### src/rtl/qpp_interleave_reader.sv
`default_nettype none
// ============================================================================
// Module   : qpp_interleave_reader
// Brief    : Walks one turbo-interleaver block in QPP order over RAM port B and
//            streams the 2-bit words out through a 2-entry skid buffer.
//            Optional macro INTLV_BYPASS_EN adds i_bypass (linear read order).
// Revision : 1.0 - initial release
// ============================================================================
module qpp_interleave_reader #(
    parameter int ADDR_W = 12,
    parameter int DEPTH  = 2396
) (
    input  logic              clk,
    input  logic              rst,
    input  logic              i_start,
    input  logic [ADDR_W-1:0] i_k,
    input  logic [ADDR_W-1:0] i_f1,
    input  logic [ADDR_W-1:0] i_f2,
`ifdef INTLV_BYPASS_EN
    input  logic              i_bypass,
`endif
    output logic [ADDR_W-1:0] o_ram_addr,
    output logic              o_ram_we,
    input  logic [1:0]        i_ram_rdata,
    output logic [1:0]        o_out_data,
    output logic              o_out_valid,
    input  logic              i_out_ready,
    output logic              o_out_last,
    output logic              o_busy,
    output logic              o_done,
    output logic              o_cfg_err
);

    localparam logic [ADDR_W:0] c_DEPTH = (ADDR_W+1)'(DEPTH);

    typedef enum logic [1:0] {
        S_IDLE  = 2'd0,
        S_LOAD  = 2'd1,
        S_RUN   = 2'd2,
        S_DRAIN = 2'd3
    } state_t;

    state_t            r_state;
    logic [ADDR_W-1:0] r_k;
    logic [ADDR_W-1:0] r_f1;
    logic [ADDR_W-1:0] r_f2;
    logic              r_bypass;
    logic [ADDR_W-1:0] r_pi;
    logic [ADDR_W-1:0] r_g;
    logic [ADDR_W-1:0] r_d;
    logic [ADDR_W-1:0] r_cnt;
    logic              r_inflight;
    logic              r_inf_last;
    logic [1:0]        r_buf_data [0:1];
    logic              r_buf_last [0:1];
    logic              r_wr_ptr;
    logic              r_rd_ptr;
    logic [1:0]        r_held;
    logic              r_done;
    logic              r_cfg_err;

    logic              w_bypass_in;
    logic              w_cfg_bad;
    logic              w_pop;
    logic              w_push;
    logic [2:0]        w_occ;
    logic              w_issue;
    logic              w_last_issue;

`ifdef INTLV_BYPASS_EN
    assign w_bypass_in = i_bypass;
`else
    assign w_bypass_in = 1'b0;
`endif

    // Sum of two residues is below 2K, so one conditional subtract reduces it.
    function automatic logic [ADDR_W-1:0] f_mod_add(
        input logic [ADDR_W-1:0] a,
        input logic [ADDR_W-1:0] b,
        input logic [ADDR_W-1:0] m
    );
        logic [ADDR_W:0] s;
        s = {1'b0, a} + {1'b0, b};
        if (s >= {1'b0, m}) begin
            s = s - {1'b0, m};
        end
        return s[ADDR_W-1:0];
    endfunction

    assign w_cfg_bad = (i_k == '0) || ({1'b0, i_k} > c_DEPTH) ||
                       (!w_bypass_in && ((i_f1 >= i_k) || (i_f2 >= i_k)));

    assign o_out_valid = (r_held != 2'd0);
    assign o_out_data  = o_out_valid ? r_buf_data[r_rd_ptr] : 2'b00;
    assign o_out_last  = o_out_valid & r_buf_last[r_rd_ptr];
    assign o_busy      = (r_state != S_IDLE);
    assign o_done      = r_done;
    assign o_cfg_err   = r_cfg_err;
    assign o_ram_we    = 1'b0;

    assign w_pop  = o_out_valid & i_out_ready;
    assign w_push = r_inflight;

    // A word popped this cycle frees its slot in time for a read issued now.
    assign w_occ        = {1'b0, r_held} + {2'b00, r_inflight} - {2'b00, w_pop};
    assign w_issue      = (r_state == S_RUN) && (w_occ < 3'd2);
    assign w_last_issue = (r_cnt == (r_k - ADDR_W'(1)));
    assign o_ram_addr   = w_issue ? r_pi : '0;

    always_ff @(posedge clk or posedge rst) begin
        if (rst) begin
            r_state       <= S_IDLE;
            r_k           <= '0;
            r_f1          <= '0;
            r_f2          <= '0;
            r_bypass      <= 1'b0;
            r_pi          <= '0;
            r_g           <= '0;
            r_d           <= '0;
            r_cnt         <= '0;
            r_inflight    <= 1'b0;
            r_inf_last    <= 1'b0;
            r_buf_data[0] <= 2'b00;
            r_buf_data[1] <= 2'b00;
            r_buf_last[0] <= 1'b0;
            r_buf_last[1] <= 1'b0;
            r_wr_ptr      <= 1'b0;
            r_rd_ptr      <= 1'b0;
            r_held        <= 2'd0;
            r_done        <= 1'b0;
            r_cfg_err     <= 1'b0;
        end else begin
            r_done     <= 1'b0;
            r_cfg_err  <= 1'b0;
            r_inflight <= w_issue;
            r_inf_last <= w_issue & w_last_issue;

            if (w_push) begin
                r_buf_data[r_wr_ptr] <= i_ram_rdata;
                r_buf_last[r_wr_ptr] <= r_inf_last;
                r_wr_ptr             <= ~r_wr_ptr;
            end
            if (w_pop) begin
                r_rd_ptr <= ~r_rd_ptr;
            end
            r_held <= r_held + {1'b0, w_push} - {1'b0, w_pop};

            case (r_state)
                S_IDLE: begin
                    if (i_start) begin
                        if (w_cfg_bad) begin
                            r_cfg_err <= 1'b1;
                        end else begin
                            r_k      <= i_k;
                            r_f1     <= i_f1;
                            r_f2     <= i_f2;
                            r_bypass <= w_bypass_in;
                            r_state  <= S_LOAD;
                        end
                    end
                end
                S_LOAD: begin
                    r_pi  <= '0;
                    r_cnt <= '0;
                    if (r_bypass) begin
                        r_g <= f_mod_add(ADDR_W'(1), '0, r_k);
                        r_d <= '0;
                    end else begin
                        r_g <= f_mod_add(r_f1, r_f2, r_k);
                        r_d <= f_mod_add(r_f2, r_f2, r_k);
                    end
                    r_state <= S_RUN;
                end
                S_RUN: begin
                    if (w_issue) begin
                        r_pi  <= f_mod_add(r_pi, r_g, r_k);
                        r_g   <= f_mod_add(r_g, r_d, r_k);
                        r_cnt <= r_cnt + ADDR_W'(1);
                        if (w_last_issue) begin
                            r_state <= S_DRAIN;
                        end
                    end
                end
                S_DRAIN: begin
                    if (w_pop && o_out_last) begin
                        r_done  <= 1'b1;
                        r_state <= S_IDLE;
                    end
                end
                default: r_state <= S_IDLE;
            endcase
        end
    end

endmodule
`default_nettype wire

### config.mk
export PLATFORM = sky130hd
export DESIGN_NAME = qpp_interleave_reader
export DESIGN_NICKNAME = d
export VERILOG_FILES = /design/src/rtl/qpp_interleave_reader.sv
export SDC_FILE = /design/constraint.sdc
export NUM_CORES = 1
export LEC_CHECK = 0
export ABC_AREA = 1
export BUFFER_PORTS_ARGS = -buffer_cell sky130_fd_sc_hd__clkbuf_2
export CORE_ASPECT_RATIO = 0.5
export CORE_MARGIN = 2
export CORE_UTILIZATION = 68
export DETAILED_ROUTE_END_ITERATION = 6
export GPL_ROUTABILITY_DRIVEN = 0
export HOLD_SLACK_MARGIN = 0.02
export MAX_ROUTING_LAYER = met4
export PLACE_DENSITY = 0.85
export SKIP_LAST_GASP = 1
export SLEW_MARGIN = 0
export SYNTH_ARGS = -nofsm -noshare
export SYNTH_HDL_FRONTEND = slang
export SYNTH_SLANG_ARGS = --single-unit
### constraint.sdc
create_clock -name clk -period 8.9 [get_ports clk]
set_clock_uncertainty 0.05 [all_clocks]
set_input_delay 0.89 -clock clk [delete_from_list [all_inputs] [get_ports clk]]
set_output_delay 0.89 -clock clk [all_outputs]
set_load 0.01 [all_outputs]
-- Word level (Yosys, flattened, before mapping)
Cells that the tools add are included.
- register bits: 100
- latch bits: 0
- bits in writable memories: 0
- memory bits (read-only): 0
- logic and storage cells: 110
- memories kept: 0
- add/subtract/negate cells: 14
- multipliers: 0
- div/mod/pow operators: 0
- magnitude comparators: 11
- eq/ne operators: 9
- shift-type cells: 0
- muxes and demuxes: 35
- bitwise operators: 8
- reduce and logical (&&, ||, !) cells: 14
- operators by type and width (operator ; count):
    two-way mux 12 bit ; 8
    case mux 12 bit (2 select lines) ; 3
    adder 12 x 12 -> 13 bit ; 4
    greater-or-equal comparator 13 x 12 -> 1 bit ; 4
    subtractor 12 bit ; 4
    greater-or-equal comparator 12 bit ; 2
    two-way mux 2 bit ; 10
    adder 12 x 1 -> 12 bit, second input constant ; 1
    equality test 12 bit ; 1
    greater-than comparator 12 bit, second input constant ; 1
    zero test 12 bit ; 1
    subtractor 12 x 1 -> 12 bit, second input constant ; 1
    inequality test 2 bit, second input constant ; 5
    two-way mux 1 bit ; 9
    case mux 2 bit (4 select lines) ; 1
    nonzero test 2 bit ; 3
    AND reduction 5 bit ; 1
    bitwise mux 4 bit ; 1
    equality test 2 bit, second input constant ; 2
    greater-or-equal comparator 2 bit, second input constant ; 2
    inverter 1 -> 2 bit ; 2
    adder 2 x 1 -> 3 bit ; 1
    AND 1 bit ; 3
    logical AND 1 bit ; 3
    14 further kinds ; 18

-- Logic depth before layout (Yosys ltp)
Gate-level depths: netlist (run 1).
- depth after elaboration: 8
- gate-level depth with buffers: 25
- depth with buffers taken out: 24

-- Worst setup path before layout (run 1)
Ideal clock, no wire load.
- kind: input port to output port
- start: input port i_out_ready
- end: output port o_ram_addr[10]
- arrival: 2.635 ns
- required time: 7.960 ns
- setup slack: 5.325 ns
- cell stages on the path: 12
- buffers on the path: 1
- cells stage by stage: nand2_1 inv_1 ha_1 inv_1 ha_1 inv_1 fa_1 o21ai_1 nor2_1 nand2_2 buf_1 nor2_1
- word-level cells in the longest chain between the ends: 5
- RTL lines (item ; line ; RTL):
    from (decl) ; 27 ; input logic i_out_ready,
    AND 1 bit ; 101 ; assign w_pop = o_out_valid & i_out_ready;
    via w_pop ; 64 ; logic w_pop;
    subtractor 3 x 1 -> 3 bit ; 105 ; assign w_occ = {1'b0, r_held} + {2'b00, r_inflight} - {2'b00, w_pop};
    less-than comparator 3 x 2 -> 1 bit ; 106 ; assign w_issue = (r_state == S_RUN) && (w_occ < 3'd2);
    logical AND 1 bit ; 106 ;
    two-way mux 12 bit ; 108 ; assign o_ram_addr = w_issue ? r_pi : '0;
    to (decl) ; 22 ; output logic [ADDR_W-1:0] o_ram_addr,
The timed path passes the listed nets, and every way through them passes these cells.

-- Worst setup path in the final report (run 1)
- start: register r_held[1]
- end: register r_cnt[4]
- word-level cells in the longest chain between the ends: 7
- RTL lines (item ; line ; RTL):
    from (decl) ; 58 ; logic [1:0] r_held;
    from (signal assigned) ; 146 ; r_held <= r_held + {1'b0, w_push} - {1'b0, w_pop};
    nonzero test 2 bit ; 93 ; assign o_out_valid = (r_held != 2'd0);
    AND 1 bit ; 101 ;
    via w_pop ; 64 ;
    subtractor 3 x 1 -> 3 bit ; 105 ;
    less-than comparator 3 x 2 -> 1 bit ; 106 ;
    logical AND 1 bit ; 106 ;
    inequality test 2 bit (no source line) ; n/a ;
    AND reduction 2 bit (no source line) ; n/a ;
    to (signal assigned) ; 178 ; r_cnt <= r_cnt + ADDR_W'(1);
    to (decl) ; 51 ; logic [ADDR_W-1:0] r_cnt;
The timed path passes the listed nets, and every way through them passes these cells.
A chain may end at the register's enable or synchronous reset.

==> reports/qor.yml, run 1 <==
status: "completed"
worstSetupPathType: "reg2reg"
synthesis.nets: 1724
finalSetupViolCount: 0
grt_setup_unrepaired: "false"
worstPathMaxFanout: 28
min_period_ns: 4.42
yosysTopAreaCellShare_pct: 24.0
die_y_um: 91.5
antenna_found_initial: 0
clk_root_buffer_cell: "clkbuf_16"
fin_tns_setup_ns: 0
maxSlewHeadroom_pct: 42.3
first_global_vias: 9904
chipWidth_um: 179
coreArea_um2: 14700
die_area_um2: 16400
hold_path.class: "reg2reg"
synth_top_area_cell: "dfrtp_1"
most-common-layout-cells: "nand2_1, inv_1, nand3_1"
period_share_pct: 49.6
cts_tree: "yes"
synth_seq_cells: 100
cp-end-kind: "flop"
reg2reg_depth: 19
dp_hpwl_mm: 23.0
final_nets: 1764
final_common_cell: "nand2_1"
drive_gt1_share_pct: 8.61
grt_pass1_wl_mm: 47.8
startpoint: "r_held[1]$_DFF_PP0_"
initial_utilization_pct: 70.8
cts.sinks: 100
ys.flop_type: "dfrtp_1"
nFillCells: 1205
wl_per_cell_um: 16.3
grt-ovfl-total: 0
cp.required_ns: 9.15
cts_buffers: 9
r2r-end: "r_cnt[4]$_DFFE_PP0P_"
cts_resized: 0
ys_warn_count: 0
drv_slew: 0
cp-endpoint: "r_cnt[4]$_DFFE_PP0P_"
wl_mm: 29.4
ctsHoldBuffers: 0
synth_edf_count: 0
grt_start_max_net_pins: 66
crit_arrival_ns: 4.66
r2r_start: "r_held[1]$_DFF_PP0_"
postCtsSetupBuffers: 0
synth_area_leaders: "dfrtp_1, nand2_1, ha_1, nand3_1, inv_1"
vias: 10500
htree_levels: 3
cp-start-kind: "flop"
dr.pass1.iters: 6
syn-mean-instance-area_um2: 6.68
ios: 62
post_drt_via_cell_ratio: 5.83
clk_pin_slew_worst_paths_ns: 0.08
cap_violations: 0
drc: 0
io_buffers: 60
rows: 31
clk_latency_ns: 0.37
drt_iter0_drc: 798
max_freq_mhz: 226
synth.distinct_cells: 46
clock_path_buffers: 2
finalHoldViolations: 0
netlist_area_um2: 10400
worst_pin_slew_ns: 0.862
reg2reg_slack_ns: 4.48
async_flop_share_pct: 100
ys_seq_area_share_pct: 24.0
synthCells: 1558
grtUsageTotal_pct: 38.3
syn2layout_area_growth_pct: 6.01
drtAntennaViolNets: 0
how the worst min path moves through the flow:
stage / start / to / slack (ns) / cells past startpoint
finish: r_f1[7]$_DFFE_PP0P_ / r_f1[7]$_DFFE_PP0P_ / 0.44 / 2
global route: r_f1[3]$_DFFE_PP0P_ / r_f1[3]$_DFFE_PP0P_ / 0.47 / 2
CTS: r_f1[6]$_DFFE_PP0P_ / r_f1[6]$_DFFE_PP0P_ / 0.44 / 2
detailed placement: r_f1[6]$_DFFE_PP0P_ / r_f1[6]$_DFFE_PP0P_ / 0.42 / 2
global placement: r_f1[2]$_DFFE_PP0P_ / r_f1[2]$_DFFE_PP0P_ / 0.42 / 2
floorplan: r_f1[10]$_DFFE_PP0P_ / r_f1[10]$_DFFE_PP0P_ / 0.40 / 2
cells by family (layout without fill, tap and decap cells):
kind of cell / Yosys count / after routing / share of synthesized area [%]
and+or+nand+nor: 823 / 823 / 34.7
buffers and inverters: 263 / 308 / 10.5
AOI/OAI and AO/OA: 184 / 184 / 9.89
adders and majority gates: 124 / 124 / 15.5
DFF: 100 / 100 / 24.0
xor gates and xnor gates: 63 / 63 / 5.30
other: 1 / 2 / 0.0360
cell usage after synthesis (5+ instances only):
| master | n |
|---|---|
| ha_1 | 116 |
| nand3_2 | 7 |
| nor2_1 | 117 |
| inv_1 | 223 |
| nand3_1 | 168 |
| nand3b_1 | 14 |
| nor3_1 | 11 |
| buf_4 | 5 |
| nand2_2 | 22 |
| buf_6 | 8 |
| buf_2 | 12 |
| nor2_2 | 6 |
| o21ai_1 | 33 |
| nand2_1 | 442 |
| dfrtp_1 | 100 |
| inv_2 | 6 |
| clkbuf_1 | 6 |
| o21bai_1 | 14 |
| fa_1 | 8 |
| xor2_1 | 42 |
| xnor2_1 | 21 |
| o21ai_0 | 38 |
| a21oi_2 | 6 |
| nand4_1 | 22 |
| a21oi_1 | 73 |
state kept, by name, indices dropped and copies added, names as in the netlist:
register	count
r_inf_last	1
r_held	2
r_f2	12
r_wr_ptr	1
o_done	1
r_buf_last	2
r_g	12
r_rd_ptr	1
r_pi	12
r_f1	12
o_cfg_err	1
r_cnt	12
r_inflight	1
r_d	12
r_buf_data	4
r_k	12
r_state	2
final cells by class:
cell class                 instances  area [µm²]  area share (%)
inverter                         230         866            7.85
tap                              198         248            2.24
antenna                            1        2.50          0.0227
sequential                       100        2500            22.7
clock inverter                     7        66.3           0.601
timing repair buffer              62         315            2.86
clock buffer                       9         225            2.04
multi-input combinational       1195        6810            61.7
metal layers:
metal	wire length (µm)	global-route usage, %
met5	0	-
met4	718	11.1
met2	12700	58.4
met3	3170	10.3
met1	12800	50.0
metrics by stage:
stage	area, µm²	hold slack, ns	worst slack [ns]	instances	util [%]
after global routing	11000	0.468	4.11	1801	75.1
after CTS	11000	0.442	4.60	1801	75.1
final	11000	0.442	4.48	1802	75.1
after global placement	10700	0.417	4.55	1785	73.1
after detailed placement	10700	0.421	4.35	1785	73.1
after floorplan	10400	0.398	5.33	1558	-
critical path: stages (launching register included):
cell     delay [ns]
dfrtp_1        0.44
nor2_1         0.23
inv_1          0.09
nand2_1        0.10
inv_1          0.05
ha_1           0.27
inv_1          0.06
ha_1           0.13
inv_1          0.05
fa_1           0.51
o21ai_1        0.07
nor2_1         0.14
nand2_2        0.25
inv_1          0.65
nor2_4         0.23
inv_2          0.46
nand2_1        0.19
o21ai_1        0.18
o31ai_1        0.08
nor2_1         0.10
Power of run 1 is not shown: default switching activity piles up to over one toggle a cycle in this logic, so the estimate is an artifact.
==> inputs of run 2 (changes only) <==
CORE_UTILIZATION = 63   (was 68)
PLACE_DENSITY = 0.79   (was 0.85)
clock period = 4.3 ns   (was 8.9 ns; I/O delays follow)
==> reports/qor.yml, run 2 (same netlist as run 1, synthesis figures left out) <==
status: "completed"  # unchanged
vias: 10400  # was 10500
fin_cells: 1832  # was 1802
io_buffers: 60  # unchanged
final_nets: 1766  # was 1764
ctsHoldBuffers: 0  # unchanged
postCtsSetupBuffers: 0  # unchanged
wl_mm: 29.3  # was 29.4 mm
cts_resized: 0  # unchanged
max_freq_mhz: 261  # was 226 MHz
cp-end-kind: "flop"  # unchanged
place_ws_ns: 0.606  # was 4.35 ns
grt_pass1_wl_mm: 47.0  # was 47.8 mm
finalSetupViolCount: 0  # unchanged
die_area_um2: 17600  # was 16400 µm²
placed_cells: 1816  # was 1785
cap_violations: 0  # unchanged
dr.pass1.iters: 6  # unchanged
first_global_vias: 9579  # was 9904
cts.sinks: 100  # unchanged
coreArea_um2: 16300  # was 14700 µm²
cts_buffers: 9  # unchanged
min_period_ns: 3.83  # was 4.42 ns
period_share_pct: 89.0  # was 49.6%
most-common-layout-cells: "nand2_1, inv_1, nand3_1"  # unchanged
hold_path.class: "in2async"  # was reg2reg
crit_arrival_ns: 4.06  # was 4.66 ns
clk_root_buffer_cell: "clkbuf_16"  # unchanged
drc: 0  # unchanged
dp_hpwl_mm: 23.0  # about the same
finalHoldViolations: 0  # unchanged
post_drt_via_cell_ratio: 5.67  # was 5.83
clk_latency_ns: 0.36  # was 0.37 ns
drv_slew: 0  # unchanged
cts_tree: "yes"  # unchanged
clk_pin_slew_worst_paths_ns: 0.08  # about the same
maxSlewHeadroom_pct: 37.4  # was 42.3%
wl_per_cell_um: 16.0  # was 16.3 µm
drive_gt1_share_pct: 8.66  # was 8.61%
fin_ws_ns: 0.474  # was 4.48 ns
fin_hold_ws_ns: 0.216  # was 0.442 ns
fin_tns_setup_ns: 0  # unchanged
clock_path_buffers: 2  # unchanged
grt-ovfl-total: 0  # unchanged
die_y_um: 94.9  # was 91.5 µm
drt_iter0_drc: 817  # was 798
antenna_found_initial: 0  # unchanged
drtAntennaViolNets: 0  # unchanged
multi_input_comb_area_um2: 6810  # unchanged
reg2reg_depth: 20  # was 19
ios: 62  # unchanged
initial_utilization_pct: 64.0  # was 70.8%
htree_levels: 3  # unchanged
grtUsageTotal_pct: 35.7  # was 38.3%
final_common_cell: "nand2_1"  # unchanged
chipWidth_um: 186  # was 179 µm
grt_start_max_net_pins: 77  # was 66
n_antenna_cell: 0  # was 1
cp.required_ns: 4.53  # was 9.15 ns
rows: 33  # was 31
worstPathMaxFanout: 13  # was 28
grt_setup_unrepaired: "false"  # unchanged
nFillCells: 1464  # was 1205
ff_latch_area_um2: 2500  # unchanged
cp-start-kind: "flop"  # unchanged
syn2layout_area_growth_pct: 6.49  # was 6.01%
worst_pin_slew_ns: 0.939  # was 0.862 ns
worstSetupPathType: "reg2reg"  # unchanged
-- run 2: cell types whose count changed in the layout (fill, tap and decap cells not counted), moves of 2 or more --
cell	previous run	this run
buf_4	2	4
clkinv_2	0	2
clkinv_4	2	0
clkinvlp_4	0	2
inv_6	3	1
inv_8	2	0
-- run 2: worst paths after layout --
path                                     start                        end  slack (ns)
setup / recovery            r_g[0]$_DFFE_PP0P_       r_pi[10]$_DFFE_PP0P_        0.47
max in group asynchronous                  rst  r_buf_data[3]$_DFFE_PP0P_        3.06
min in group clk                       i_f1[4]        r_f1[4]$_DFFE_PP0P_        0.27
hold / removal                             rst        r_k[10]$_DFFE_PP0P_        0.22
hold reg to reg            r_f1[3]$_DFFE_PP0P_        r_f1[3]$_DFFE_PP0P_        0.44
setup reg to reg            r_g[0]$_DFFE_PP0P_       r_pi[10]$_DFFE_PP0P_        0.47
-- run 2: layer usage --
layer | vias up | track usage (%) | part of all wire (%)
met4 | 0 | 8.27 | 2.0
met5 | - | - | 0
li1 | 5110 | - | -
met3 | 42 | 8.72 | 10
met1 | 4802 | 48.1 | 46
met2 | 430 | 54.3 | 42
-- run 2: metrics by stage --
step	utilization [%]	area (µm²)
after floorplan	-	10400
after global routing	68.1	11100
after CTS	68.1	11100
final	68.1	11100
after global placement	66.3	10800
after detailed placement	66.3	10800
-- run 2: area by class of cell --
class / count / area share, %
Tap cell: 227 / 2.56
Inverter: 230 / 7.81
Multi-Input combinational cell: 1195 / 61.4
Clock buffer: 10 / 2.07
Clock inverter: 6 / 0.576
Timing Repair Buffer: 64 / 2.98
Sequential cell: 100 / 22.6
-- run 2: worst max-delay path: stages, from the launching register on --
cell      delay [ns]
dfrtp_1         0.40
ha_1            0.22
fa_1            0.44
nand3_1         0.11
nand2_1         0.08
a21boi_0        0.31
o21bai_1        0.12
xor2_1          0.21
inv_1           0.08
ha_1            0.31
inv_1           0.09
o21bai_1        0.08
a21oi_1         0.16
nand3_2         0.12
nand2_1         0.09
nand3_1         0.08
nand2_2         0.22
nand2_2         0.24
nand2_1         0.15
nand3_1         0.07
o21ai_0         0.08
Power of run 2 is left out for the same reason.
